==> config.mk <==
export PLATFORM = sky130hd
export DESIGN_NAME = ifu
export DESIGN_NICKNAME = d
export VERILOG_FILES = /design/src/rtl/ifu.sv
export SDC_FILE = /design/constraint.sdc
export NUM_CORES = 1
export LEC_CHECK = 0
export ABC_AREA = 1
export CAP_MARGIN = 40
export CORE_ASPECT_RATIO = 0.6
export CORE_MARGIN = 3
export CORE_UTILIZATION = 46
export CTS_CLUSTER_SIZE = 24
export DETAILED_ROUTE_END_ITERATION = 16
export GPL_TIMING_DRIVEN = 0
export PLACE_DENSITY_LB_ADDON = 0.3
export REMOVE_ABC_BUFFERS = 1
export SYNTH_ARGS = -nofsm -noshare
export SYNTH_HDL_FRONTEND = slang
export SYNTH_SLANG_ARGS = --single-unit
export TNS_END_PERCENT = 20
==> constraint.sdc <==
create_clock -name clk -period 4.7 [get_ports clk]
set_input_delay 0.705 -clock clk [delete_from_list [all_inputs] [get_ports clk]]
set_output_delay 0.705 -clock clk [all_outputs]
set_load 0.02 [all_outputs]
==> src/rtl/ifu.sv <==
// Instruction fetch unit: owns the PC, fetches one word at a time, hands it to decode, waits for commit.
// Optional IFU_PERF_EN adds fetch/stall performance counters.
module ifu #(
  parameter logic [31:0] RESET_PC = 32'h8000_0000
) (
  input  logic        clk,
  input  logic        rst,
  output logic        imem_req_valid,
  input  logic        imem_req_ready,
  output logic [31:0] imem_req_addr,
  input  logic        imem_rsp_valid,
  input  logic [31:0] imem_rsp_data,
  input  logic        imem_rsp_err,
  output logic        inst_valid,
  input  logic        inst_ready,
  output logic [31:0] inst,
  output logic [31:0] inst_pc,
  input  logic        commit_valid,
  input  logic [31:0] commit_next_pc,
  output logic        fetch_fault
`ifdef IFU_PERF_EN
  ,
  output logic [31:0] perf_fetch_cnt,
  output logic [31:0] perf_stall_cnt
`endif
);

  typedef enum logic [2:0] {
    IDLE  = 3'd0,
    REQ   = 3'd1,
    WAIT  = 3'd2,
    HOLD  = 3'd3,
    EXEC  = 3'd4,
    FAULT = 3'd5
  } state_t;

  state_t      state_q, state_d;
  logic [31:0] pc_q, pc_d;
  logic [31:0] inst_q, inst_d;
  logic [31:0] inst_pc_q, inst_pc_d;
  logic        req_valid_q, req_valid_d;
  logic        inst_valid_q, inst_valid_d;
  logic        fault_q, fault_d;
`ifdef IFU_PERF_EN
  logic [31:0] fetch_cnt_q, fetch_cnt_d;
  logic [31:0] stall_cnt_q, stall_cnt_d;
`endif

  // Next-state and datapath; handshake outputs are registered copies of the next state.
  always_comb begin
    state_d   = state_q;
    pc_d      = pc_q;
    inst_d    = inst_q;
    inst_pc_d = inst_pc_q;
`ifdef IFU_PERF_EN
    fetch_cnt_d = fetch_cnt_q;
    stall_cnt_d = stall_cnt_q;
`endif
    case (state_q)
      IDLE: state_d = REQ;
      REQ: begin
        if (imem_req_ready) state_d = WAIT;
`ifdef IFU_PERF_EN
        else stall_cnt_d = stall_cnt_q + 32'd1;
`endif
      end
      WAIT: begin
        if (imem_rsp_valid) begin
          inst_pc_d = pc_q;
          if (imem_rsp_err) begin
            state_d = FAULT;
          end else begin
            inst_d  = imem_rsp_data;
            state_d = HOLD;
`ifdef IFU_PERF_EN
            fetch_cnt_d = fetch_cnt_q + 32'd1;
`endif
          end
        end
`ifdef IFU_PERF_EN
        else stall_cnt_d = stall_cnt_q + 32'd1;
`endif
      end
      HOLD: if (inst_ready) state_d = EXEC;
      EXEC: begin
        if (commit_valid) begin
          // A misaligned target faults without disturbing the PC.
          if (commit_next_pc[1:0] != 2'b00) begin
            state_d = FAULT;
          end else begin
            pc_d    = commit_next_pc;
            state_d = REQ;
          end
        end
      end
      FAULT:   state_d = FAULT;
      default: state_d = FAULT;
    endcase
    req_valid_d  = (state_d == REQ);
    inst_valid_d = (state_d == HOLD);
    fault_d      = (state_d == FAULT);
  end

  always_ff @(posedge clk or posedge rst) begin
    if (rst) begin
      state_q      <= IDLE;
      pc_q         <= RESET_PC;
      inst_q       <= 32'd0;
      inst_pc_q    <= RESET_PC;
      req_valid_q  <= 1'b0;
      inst_valid_q <= 1'b0;
      fault_q      <= 1'b0;
`ifdef IFU_PERF_EN
      fetch_cnt_q  <= 32'd0;
      stall_cnt_q  <= 32'd0;
`endif
    end else begin
      state_q      <= state_d;
      pc_q         <= pc_d;
      inst_q       <= inst_d;
      inst_pc_q    <= inst_pc_d;
      req_valid_q  <= req_valid_d;
      inst_valid_q <= inst_valid_d;
      fault_q      <= fault_d;
`ifdef IFU_PERF_EN
      fetch_cnt_q  <= fetch_cnt_d;
      stall_cnt_q  <= stall_cnt_d;
`endif
    end
  end

  assign imem_req_valid = req_valid_q;
  assign imem_req_addr  = pc_q;
  assign inst_valid     = inst_valid_q;
  assign inst           = inst_q;
  assign inst_pc        = inst_pc_q;
  assign fetch_fault    = fault_q;
`ifdef IFU_PERF_EN
  assign perf_fetch_cnt = fetch_cnt_q;
  assign perf_stall_cnt = stall_cnt_q;
`endif

endmodule

* After elaboration in Yosys (flattened, before gate mapping)
Cells that the tools add are included.
** Cells by class
- Add/subtract/negate cells :: 0
- Equality and inequality tests :: 7
- Reduce and logical (&&, ||, !) cells :: 5
- Shifts and indexed selects :: 0
- Bitwise gates (word level) :: 2
- Mux-type cells :: 7
- $lt $le $gt $ge :: 0
- $mul :: 0
- Div/mod/pow operators :: 0
** Operators with widths (number)
- two-way mux 3 bit :: 6
- case mux 3 bit (5 select lines) :: 1
- == test 3 x 2 -> 1 bit, second input constant :: 3
- == test 3 x 1 -> 1 bit, second input constant :: 2
- == test 3 bit, second input constant :: 2
- AND reduction 3 bit :: 2
- zero test 3 bit :: 1
- NOT 1 bit :: 2
- AND reduction 2 bit :: 1
- nonzero test 2 bit :: 1
** Word-level totals
- RAM bits :: 0
- Bits in latches :: 0
- Output and inout bits :: 99
- Memories :: 0
- Register bits after elaboration :: 102
- ROM bits :: 0
- Bits of input ports :: 71

* Logic depth before layout (Yosys ltp)
- Depth after elaboration :: 5
- Gate-level depth with buffers :: 8
- Mapped depth without buffers :: 8

* Worst setup path before layout
No wires, ideal clock.
- Path type :: input to register
- Start point :: input commit_next_pc[0]
- End point :: register pc_q[10] (netlist: imem_req_addr[10])
- Data required time :: 4.583 ns
- Data arrival time :: 1.378 ns
- Library setup time :: 0.117 ns
- Stages on the path :: 5
- Setup slack :: 3.204 ns
- Cells stage by stage :: nor2_1 -> nand3_4 -> inv_8 -> buf_8 -> o21ai_2
** Between the ends
- Cells in the longest elaborated chain, start to end :: 3
** RTL lines
- start: declaration :: line 19 : input logic [31:0] commit_next_pc,
- nonzero test 2 bit :: line 88 : if (commit_next_pc[1:0] != 2'b00) begin
- NOT 1 bit (no source line)
- AND reduction 3 bit (no source line)
- end signal: assignment :: line 119 : pc_q <= pc_d;
- end: declaration :: line 38 : logic [31:0] pc_q, pc_d;
No other way between the ends.
A chain may end at the register's enable or synchronous reset.

* Worst setup path in the final report
- Start point :: input imem_rsp_valid
- End point :: register inst_q[20] (netlist: inst[20])
** Between the ends
- Cells in the longest elaborated chain, start to end :: 1
** RTL lines
- start: declaration :: line 11 : input logic imem_rsp_valid,
- AND reduction 3 bit (no source line)
- end signal: assignment :: line 120 : inst_q <= inst_d;
- end: declaration :: line 39 : logic [31:0] inst_q, inst_d;
No other way between the ends.

==> flow_summary.json <==
{
  "cpMaxStageDelayCell": "clkdlybuf4s50_1",
  "cp_cell_sequence": "clkdlybuf4s50_1, inv_1, nor2_4, buf_12, nand2_1, buf_8, nand2_1, nand2_1",
  "required_ns": 4.92,
  "rsz0062_at_grt": "false",
  "rows": 26,
  "nFillCells": 601,
  "postCtsSetupBuffers": 0,
  "path_common_cell": "nand2_1",
  "die_area_um2": 10300,
  "grt_pass1_vias": 3413,
  "clockBufferDepth": 2,
  "seqPwrFrac": 0.355,
  "finClkSkew_ns": 0.00627,
  "setup_viol": 0,
  "grt_max_degree": 60,
  "drc": 0,
  "cp_top_family": "buffers and inverters",
  "grt_pass1_wl_um": 16900,
  "start_util": 0.483,
  "place_ws_ns": 2.08,
  "vdd_drop_max_mv": 0.357,
  "status": "finished clean",
  "ios": 170,
  "dr_total_vias": 3499,
  "final.min_clock_period_ns": 2.29,
  "fmax_ghz": 0.436,
  "antenna_found_initial": 0,
  "first_pass_iters": 4,
  "cts_tree": "yes",
  "yosys_register_bits": 102,
  "syn_area_per_cell_um2": 9.53,
  "critPathBufInv": 4,
  "clkLatencyLatePin_ns": 0.33,
  "drv_cap": 0,
  "die_y_um": 80.0,
  "worstHoldStart": "inst_pc[31]$_DFFE_PP1P_",
  "crit_path_end_kind": "flop",
  "period_share": 0.488,
  "postSynthCellCount": 440,
  "worstHoldPathCells": 2,
  "power.density_nw_per_um2": 673,
  "slew_headroom": 0.510,
  "slowest_delay_ns": 0.52,
  "r2r_start": "state_q[2]$_DFF_PP0_",
  "cp-start-kind": "input pin",
  "via_per_inst": 4.86,
  "p_comb_frac": 0.456,
  "setup_slack_ns": 2.41,
  "ant_nets": 0,
  "cts_buffers": 9,
  "r2r-end": "inst[20]$_DFFE_PP0P_",
  "nNetsFinal": 674,
  "area_growth_pct": 49.2,
  "grtUsageTotal": 0.208,
  "slew_viol_final": 0,
  "diodes": 0,
  "multi_input_area_um2": 1300,
  "layout_commonest_cell": "clkdlybuf4s50_1",
  "cts.clk_slew.worst_paths_ns": 0.07,
  "tightest_slew_ns": 0.735,
  "crit_type": "in -> reg",
  "clock_sinks": 102,
  "chipWidth_um": 129,
  "synth_area_um2": 4200,
  "mostFrequentLayoutCells": "169 x clkdlybuf4s50_1, 160 x nand2_1, 100 x dfrtp_1, 37 x nand3_1, 33 x inv_1",
  "regToRegSetupSlack_ns": 2.73,
  "utilization": 0.721,
  "dr.first_iter.drc_count": 180,
  "arrival_ns": 2.51,
  "root_buffer": "clkbuf_16",
  "gp_congestion": 0.827,
  "clockPowerShare": 0.189,
  "cts_resized": 0,
  "r2r_cells": 8,
  "ys_types": 21,
  "stdcell_count": 720,
  "layout-drive-gt1-share": 0.110,
  "holdPathEnd": "inst_pc[31]$_DFFE_PP1P_",
  "seq_area_um2": 2550,
  "cts_max_level": 3,
  "grt-ovfl-total": 0,
  "cts_hold_buf": 0,
  "swShare": 0.371,
  "yosysWarnings": 0,
  "place_hpwl_um": 7580,
  "power.switching_mw": 1.56,
  "seq_area_frac_synth": 0.609,
  "wl_per_cell_um": 14.6,
  "port_buffers": 169,
  "intPower_mw": 2.65,
  "hold_violations": 0,
  "core_um2": 8690,
  "place_inst": 704,
  "leakagePower_nw": 2.98,
  "worstHoldPathType": "reg -> reg",
  "crit_fanout": 36,
  "wl_um": 10500
}
-- routing by layer --
metal	GRT usage	vias to the layer above	wire length [um]
met1	0.280	1655	4620
met3	0.0668	6	938
met4	0.0472	0	57
met2	0.330	144	4880
li1	-	1694	-
met5	0	-	0
-- how the worst max path moves through the flow --
stage                               from                 endpoint  cells after the start
after floorplan                      rst    fetch_fault$_DFF_PP0_                      1
after global placement               rst  inst_pc[20]$_DFFE_PP0P_                      2
after detailed placement  imem_rsp_valid     inst[20]$_DFFE_PP0P_                      8
after CTS                 imem_rsp_valid      inst[0]$_DFFE_PP0P_                      8
after global routing      imem_rsp_valid     inst[20]$_DFFE_PP0P_                      8
final                     imem_rsp_valid     inst[20]$_DFFE_PP0P_                      8
-- synthesized netlist by cell type --
library cell,n,share of area
nor2_1,12,0.011
dfrtp_1,100,0.60
buf_2,6,0.0072
o21ai_2,21,0.044
inv_2,5,0.0045
nand3_2,1,0.0024
clkbuf_1,5,0.0045
buf_12,1,0.0048
a21oi_1,1,0.0012
nand3_1,37,0.044
nor2_4,2,0.0054
dfstp_2,2,0.013
o21ai_1,5,0.0060
nand2_2,14,0.021
nand3_4,1,0.0042
inv_8,1,0.0027
inv_1,34,0.030
buf_8,4,0.014
o21ai_0,23,0.027
nand2_1,160,0.14
buf_6,5,0.013
-- power by group through the flow --
| stage | Combinational (mW) | Clock, mW | Sequential, mW |
|---|---|---|---|
| floorplan | 0.505 | 0 | 1.94 |
| global placement | 1.88 | 0 | 1.48 |
| detailed placement | 1.94 | 0 | 1.50 |
| CTS | 1.95 | 0.814 | 1.49 |
| global route | 2.08 | 0.852 | 1.54 |
| finish | 1.92 | 0.795 | 1.49 |
-- registers in the layout (all words and copies together) (netlist names) --
name	count
fetch_fault	1
imem_req_addr	32
imem_req_valid	1
inst	32
inst_pc	32
inst_valid	1
state_q	3
-- metrics by stage --
stage,hold WS (ns),cell area [um2],TNS (ns),total power [mW]
global placement,0.453,5840,-12.36,3.36
floorplan,0.497,4010,0,2.44
global route,0.493,6260,0,4.47
CTS,0.472,6260,0,4.25
finish,0.466,6260,0,4.21
detailed placement,0.459,5930,0,3.44
-- cell families after synthesis --
kind of cell,share of synthesized area
AO/OA/AOI/OAI,0.0784
buffers and inverters,0.0817
AND/OR/NAND/NOR,0.231
flip-flops,0.609
-- worst reg2reg max path, stage by stage, from the launching register on --
cell	delay, ns
dfrtp_1	0.46
inv_2	0.12
nand3_2	0.10
nor2_4	0.22
buf_12	0.24
nand2_1	0.31
buf_8	0.29
nand2_1	0.07
nand2_1	0.05
-- layout make-up --
| cell class | count | share of cell area |
|---|---|---|
| clock buffers | 11 | 0.0388 |
| clock inverters | 5 | 0.0132 |
| multi-input cells | 277 | 0.207 |
| repair buffers | 173 | 0.285 |
| inverters | 40 | 0.0256 |
| well taps | 112 | 0.0224 |
| flip-flops and latches | 102 | 0.408 |
No activity file was read; power rests on OpenSTA's default activity.
